==> src/rtl/bch_pkg.sv <==
// rtl/bch_pkg.sv - shared FSM state type and default generator for the (15,5) BCH decoder
package bch_pkg;

  // Decoder sequencing states
  typedef enum logic [2:0] {
    IDLE,
    SYND,
    SEARCH1,
    SEARCH2,
    DONE
  } state_t;

  // Generator x^10+x^8+x^5+x^4+x^2+x+1 of the triple-error-correcting (15,5) BCH code
  localparam logic [10:0] BCH15_5_GEN = 11'b10100110111;

endpackage

==> src/rtl/bch_rem_lfsr.sv <==
// rtl/bch_rem_lfsr.sv - serial shift-and-reduce register computing a polynomial remainder mod POLY
module bch_rem_lfsr #(
  parameter int W = 10,
  parameter logic [W:0] POLY = 11'b10100110111
) (
  input  logic         clk,
  input  logic         rst,
  input  logic         load,
  input  logic [W-1:0] load_value,
  input  logic         shift,
  input  logic         bit_in,
  output logic [W-1:0] rem
);

  // rem <= (rem * x + bit_in) mod POLY on each shift; load seeds the register
  always_ff @(posedge clk) begin
    if (rst) begin
      rem <= '0;
    end else if (load) begin
      rem <= load_value;
    end else if (shift) begin
      rem <= {rem[W-2:0], bit_in} ^ (rem[W-1] ? POLY[W-1:0] : '0);
    end
  end

endmodule

==> src/rtl/bch_seq_decoder.sv <==
// rtl/bch_seq_decoder.sv - sequential BCH decoder; BCH_DOUBLE_CORRECT_EN adds the two-bit pair search
module bch_seq_decoder
  import bch_pkg::*;
#(
  parameter int N = 15,
  parameter int K = 5,
  parameter logic [N-K:0] GEN = BCH15_5_GEN
) (
  input  logic           clk,
  input  logic           rst,
  input  logic           in_valid,
  output logic           in_ready,
  input  logic [N-1:0]   codeword_in,
  output logic           out_valid,
  input  logic           out_ready,
  output logic [K-1:0]   data_out,
  output logic [N-1:0]   corrected_codeword,
  output logic [N-K-1:0] syndrome,
  output logic           error_detected,
  output logic           error_corrected,
  output logic           uncorrectable,
  output logic [1:0]     err_count
);

  localparam int P  = N - K;
  localparam int CW = $clog2(N + 1);
  localparam logic [CW-1:0] SYND_LAST = CW'(N);
  localparam logic [CW-1:0] POS_LAST  = CW'(N - 1);
  localparam logic [N-1:0]  UNIT_N    = {{(N-1){1'b0}}, 1'b1};
  localparam logic [P-1:0]  UNIT_P    = {{(P-1){1'b0}}, 1'b1};

  state_t         state_q, state_d;
  logic [N-1:0]   cw_q, sh_q, corr_q;
  logic [CW-1:0]  cnt_q;
  logic [P-1:0]   syn_q;
  logic           ec_q, unc_q;
  logic [1:0]     errc_q;

  logic           lfsr_load, lfsr_shift, lfsr_bit;
  logic [P-1:0]   lfsr_load_value;
  logic [P-1:0]   rem;
  logic           synd_done, hit1;

  bch_rem_lfsr #(.W(P), .POLY(GEN)) u_lfsr (
    .clk        (clk),
    .rst        (rst),
    .load       (lfsr_load),
    .load_value (lfsr_load_value),
    .shift      (lfsr_shift),
    .bit_in     (lfsr_bit),
    .rem        (rem)
  );

  // After N shifts the remainder register holds the syndrome; in SEARCH1 it walks x^m mod GEN
  assign synd_done = (cnt_q == SYND_LAST);
  assign hit1      = (rem == syn_q);

`ifdef BCH_DOUBLE_CORRECT_EN
  localparam logic [CW-1:0] PAIR_I_LAST = CW'(N - 2);
  logic [P-1:0]  tbl [N];
  logic [CW-1:0] i_q, j_q;
  logic          hit2, pair_last;

  assign hit2      = ((tbl[i_q] ^ tbl[j_q]) == syn_q);
  assign pair_last = (i_q == PAIR_I_LAST) && (j_q == POS_LAST);

  // Keep every single-bit syndrome r_m so the pair search can combine any two of them
  always_ff @(posedge clk) begin
    if (state_q == SEARCH1) begin
      tbl[cnt_q] <= rem;
    end
  end
`endif

  // State register
  always_ff @(posedge clk) begin
    if (rst) begin
      state_q <= IDLE;
    end else begin
      state_q <= state_d;
    end
  end

  // Next-state and remainder-register control
  always_comb begin
    state_d         = state_q;
    lfsr_load       = 1'b0;
    lfsr_load_value = '0;
    lfsr_shift      = 1'b0;
    lfsr_bit        = 1'b0;
    case (state_q)
      IDLE: begin
        if (in_valid) begin
          state_d   = SYND;
          lfsr_load = 1'b1;
        end
      end
      SYND: begin
        if (synd_done) begin
          if (rem == '0) begin
            state_d = DONE;
          end else begin
            state_d         = SEARCH1;
            lfsr_load       = 1'b1;
            lfsr_load_value = UNIT_P;
          end
        end else begin
          lfsr_shift = 1'b1;
          lfsr_bit   = sh_q[N-1];
        end
      end
      SEARCH1: begin
        lfsr_shift = 1'b1;
        if (hit1) begin
          state_d = DONE;
        end else if (cnt_q == POS_LAST) begin
`ifdef BCH_DOUBLE_CORRECT_EN
          state_d = SEARCH2;
`else
          state_d = DONE;
`endif
        end
      end
`ifdef BCH_DOUBLE_CORRECT_EN
      SEARCH2: begin
        if (hit2 || pair_last) begin
          state_d = DONE;
        end
      end
`endif
      DONE: begin
        if (out_ready) begin
          state_d = IDLE;
        end
      end
      default: state_d = IDLE;
    endcase
  end

  // Datapath: capture word, count steps, record the correction result
  always_ff @(posedge clk) begin
    if (rst) begin
      cw_q   <= '0;
      sh_q   <= '0;
      cnt_q  <= '0;
      syn_q  <= '0;
      corr_q <= '0;
      ec_q   <= 1'b0;
      unc_q  <= 1'b0;
      errc_q <= 2'd0;
`ifdef BCH_DOUBLE_CORRECT_EN
      i_q    <= '0;
      j_q    <= '0;
`endif
    end else begin
      case (state_q)
        IDLE: begin
          if (in_valid) begin
            cw_q  <= codeword_in;
            sh_q  <= codeword_in;
            cnt_q <= '0;
          end
        end
        SYND: begin
          if (synd_done) begin
            syn_q  <= rem;
            cnt_q  <= '0;
            corr_q <= cw_q;
            ec_q   <= 1'b0;
            unc_q  <= 1'b0;
            errc_q <= 2'd0;
          end else begin
            sh_q  <= sh_q << 1;
            cnt_q <= cnt_q + CW'(1);
          end
        end
        SEARCH1: begin
          cnt_q <= cnt_q + CW'(1);
          if (hit1) begin
            corr_q <= cw_q ^ (UNIT_N << cnt_q);
            ec_q   <= 1'b1;
            errc_q <= 2'd1;
          end else if (cnt_q == POS_LAST) begin
`ifdef BCH_DOUBLE_CORRECT_EN
            i_q <= '0;
            j_q <= CW'(1);
`else
            unc_q <= 1'b1;
`endif
          end
        end
`ifdef BCH_DOUBLE_CORRECT_EN
        SEARCH2: begin
          if (hit2) begin
            corr_q <= cw_q ^ (UNIT_N << i_q) ^ (UNIT_N << j_q);
            ec_q   <= 1'b1;
            errc_q <= 2'd2;
          end else if (pair_last) begin
            unc_q <= 1'b1;
          end else if (j_q == POS_LAST) begin
            i_q <= i_q + CW'(1);
            j_q <= i_q + CW'(2);
          end else begin
            j_q <= j_q + CW'(1);
          end
        end
`endif
        default: ;
      endcase
    end
  end

  assign in_ready           = (state_q == IDLE) && !rst;
  assign out_valid          = (state_q == DONE);
  assign corrected_codeword = corr_q;
  assign data_out           = corr_q[N-1:N-K];
  assign syndrome           = syn_q;
  assign error_detected     = |syn_q;
  assign error_corrected    = ec_q;
  assign uncorrectable      = unc_q;
  assign err_count          = errc_q;

endmodule

==> config.mk <==
export PLATFORM = sky130hd
export DESIGN_NAME = bch_seq_decoder
export DESIGN_NICKNAME = d
export VERILOG_FILES = /design/src/rtl/bch_pkg.sv /design/src/rtl/bch_rem_lfsr.sv /design/src/rtl/bch_seq_decoder.sv
export SDC_FILE = /design/constraint.sdc
export NUM_CORES = 1
export LEC_CHECK = 0
export ABC_AREA = 1
export CORE_MARGIN = 8
export CORE_UTILIZATION = 50
export DETAILED_ROUTE_END_ITERATION = 6
export PLACE_DENSITY = 0.82
export SLEW_MARGIN = 25
export SYNTH_ARGS = -nofsm -noshare
export SYNTH_HDL_FRONTEND = slang
export SYNTH_SLANG_ARGS = --single-unit
==> constraint.sdc <==
create_clock -name clk -period 2.9 [get_ports clk]
set_input_delay 0.58 -clock clk [delete_from_list [all_inputs] [get_ports clk]]
set_output_delay 0.58 -clock clk [all_outputs]
set_load 0.1 [all_outputs]
==> metrics.md <==
| Metric | Value |
|---|---|
| Pin count of the biggest net entering global routing | 34 |
| Largest fanout on the critical path | 4 |
| Seq/Total Area, Yosys | 0.3981 |
| Initial antenna violation count | 0 |
| Status | complete, no violations |
| PD cells | 592.1 mW/mm2 |
| Combinational fraction of design power | 0.219 |
| Highest-count cells in the layout ignoring fill and taps | nand2_1 (100), dfxtp_1 (74), inv_1 (53) |
| GRT Total Usage | 0.1623 |
| Insertion delay to the later sink of the worst-skew pair | between 0.3 and 0.4 ns |
| WP data arrival | 1.50 ns |
| Setup TNS | 0 ns |
| Yosys cell types | 34 |
| Core Box Area | 0.007214 mm2 |
| Max-Cap Viols | 0 |
| Cells after Synth | between 400 and 500 |
| Crit path time final | 2.082 ns |
| Port Buffer Count | 54 |
| CP Class | in -> out |
| Register bit total from synthesis | between 70 and 80 |
| DRT Wirelength | 8447 um |
| Max Transition Viols Final | 0 |
| Syn Area/Cell | 7.457 um2 |
| GP Congestion | 0.8505 |
| Slew at the pin closest to its max-slew limit | 0.5097 ns |
| Initial DRT Pass Iterations | 5 |
| Post-synthesis cell area | 0.003721 mm2 |
| Global route overflow | 0 |
| Antenna viol nets, final | 0 |
| CTS tree | built |
| Clock power frac | 0.320 |
| Max Root-Sink Buffers | 2 |
| Inserted Clock Buffers | 9 |
| Initial core utilization | 0.5158 |
| Setup violations, final | 0 |
| Vias in the first global route | 2915 |
| RSZ-0062 raised after global routing | false |
| DIE WIDTH | 102.3 um |
| Root buffer cell | clkbuf_8 |
| CP peak stage delay | about 0.5 ns |
| H-tree levels | 3 |
| Max Clock Skew | 0.01164 ns |
| NetSw | 0.0008387 W |
| Fillers | 618 |
| WL per Instance | 13.20 um |
| P_int | 0.001724 W |
| CTS Hold Bufs | 0 |
| Max_slew headroom | 0.6597 |
| Ant. Diodes | 0 |
| Yosys warnings | 0 |
| WP data required | 2.32 ns |
| # clock sinks | 74 |
| CP Launch Type | input pin |
| Vias per cell | 5.028 |
| Most common cell after layout, fill and taps aside | nand2_1 |
| Crit-path cells | clkdlybuf4s50_1, nor2_1, buf_12 |
| Leak | 1.896 nW |
| Sequential Power Share | 0.461 |
| Synthesized net count | 524 |
| Core Rows | 31 |
| R2R depth | 6 |
| Top Ports | 56 |
| Area Overhead vs Synth | 16.34% |
| # resized after CTS | 0 |
| Final Hold Viols | 0 |
| Final #Nets | 561 |
| Global-route wire length before repair | 13590 um |
| Hold Path Origin | sh_q[9]$_SDFFE_PP0P_ |
| Switching Fraction | 0.3272 |
| R2r startpoint | cnt_q[1]$_SDFFE_PP0P_ |
| Chip Height | 102.3 um |
| Worst vdd ir | 0.3920 mV |
| Clock transition at path regs | 0.08 ns |
| Die ar. | 0.01046 mm2 |
| Slowest cell on the critical path | clkdlybuf4s50_1 |
| Critical Path End Type | output pin |
| Final Cycle Share | 0.7178 |
| Hold Crit Depth | 2 |
| Dpl hpwl | 6049 um |
| Share of the core filled with cells | 0.6001 |
| Drt drc | 0 |
| Highest Clock Rate | around 480 MHz |
| Post-CTS setup buffers | 0 |
| Critical Path Source | rst |
| 1st-iter DRT viols | 203 |
| Hold/Removal Path Class | reg -> reg |
| Share of cells above drive strength 1 | 0.1590 |
| Vias | 3218 |
[synthesized netlist by cell type (all sizes together)]
master,count,area (um2)
nor4,2,12.51
clkbuf,6,22.52
nand4,2,27.53
xnor2,10,87.58
o21a,1,7.510
xor2,17,148.9
ha,6,75.07
o21ai,41,205.2
conb,1,3.750
a31oi,14,87.58
dfxtp,74,1481
buf,26,193.9
inv,60,227.7
nand3,32,175.2
nand2,105,421.7
nor2,41,206.5
a211oi,4,45.05
a21oi,52,260.3
nor3,4,25.02
o22ai,1,6.260
[registers in the layout (all words and copies together) (netlist names)]
name / flops
corrected_codeword: 15
cw_q: 15
sh_q: 15
syndrome: 10
u_lfsr.rem: 10
cnt_q: 4
state_q: 3
err_count: 1
uncorrectable: 1
[area by class of cell]
cell class	count	area (um2)	area share
Clock inverter	6	65.06	0.01503
Inverter	60	227.7	0.05260
Timing Repair Buffer	58	493.0	0.1139
Sequential cell	74	1481	0.3422
Tap cell	99	123.9	0.02861
Multi-Input combinational cell	333	1800	0.4159
Clock buffer	10	137.6	0.03179
[stage by stage]
step / area (um2) / hold WS, ns / worst slack [ns] / power, W / cells
after global routing: 4329 / 0.4914 / 0.7335 / 0.002685 / 640
final: 4329 / 0.4714 / 0.8184 / 0.002563 / 640
after detailed placement: 4126 / 0.4629 / 0.8426 / 0.001754 / 624
after CTS: 4329 / 0.4727 / 0.8219 / 0.002566 / 640
after floorplan: 3726 / 0.4390 / 0.2787 / 0.001646 / 499
after global placement: 4126 / 0.4532 / 0.8036 / 0.001736 / 624
[path summary, 6_finish.rpt]
path / endpoint / slack [ns]
worst max register to register: corrected_codeword[0]$_SDFFE_PP0P_ / 0.92
worst min register to register: sh_q[10]$_SDFFE_PP0P_ / 0.47
worst min-delay path: sh_q[10]$_SDFFE_PP0P_ / 0.47
worst max-delay path: in_ready / 0.82
[power groups by stage]
stage	logic [W]	clock network (W)	registers [W]
finish	0.000560	0.000821	0.00118
global placement	0.000538	0	0.00120
floorplan	0.000461	0	0.00119
global route	0.000618	0.000875	0.00119
CTS	0.000558	0.000829	0.00118
detailed placement	0.000553	0	0.00120
[per-layer routing]
metal  global-route usage  up-vias  wire length [um]
met1               0.2035     1445              3865
met2               0.2574       89              3914
met5                    0        -                 0
met4              0.07336        0               154
met3              0.03815       15               514
li1                     -     1669                 -
[logic make-up after synthesis]
logic type | count (synthesis) | share of synthesized area
other cells | 1 | 0.001008
simple gates | 186 | 0.2334
buf+inv | 92 | 0.1194
xor+xnor | 27 | 0.06355
flops | 74 | 0.3981
fa+ha+maj | 6 | 0.02017
compound gates | 113 | 0.1644
[worst max-delay path, delay by kind of cell]
kind	cells	cell delay [ns]
buffers and inverters	2	0.70
AND/OR/NAND/NOR	1	0.23
Power figures use the tool's default switching activity.
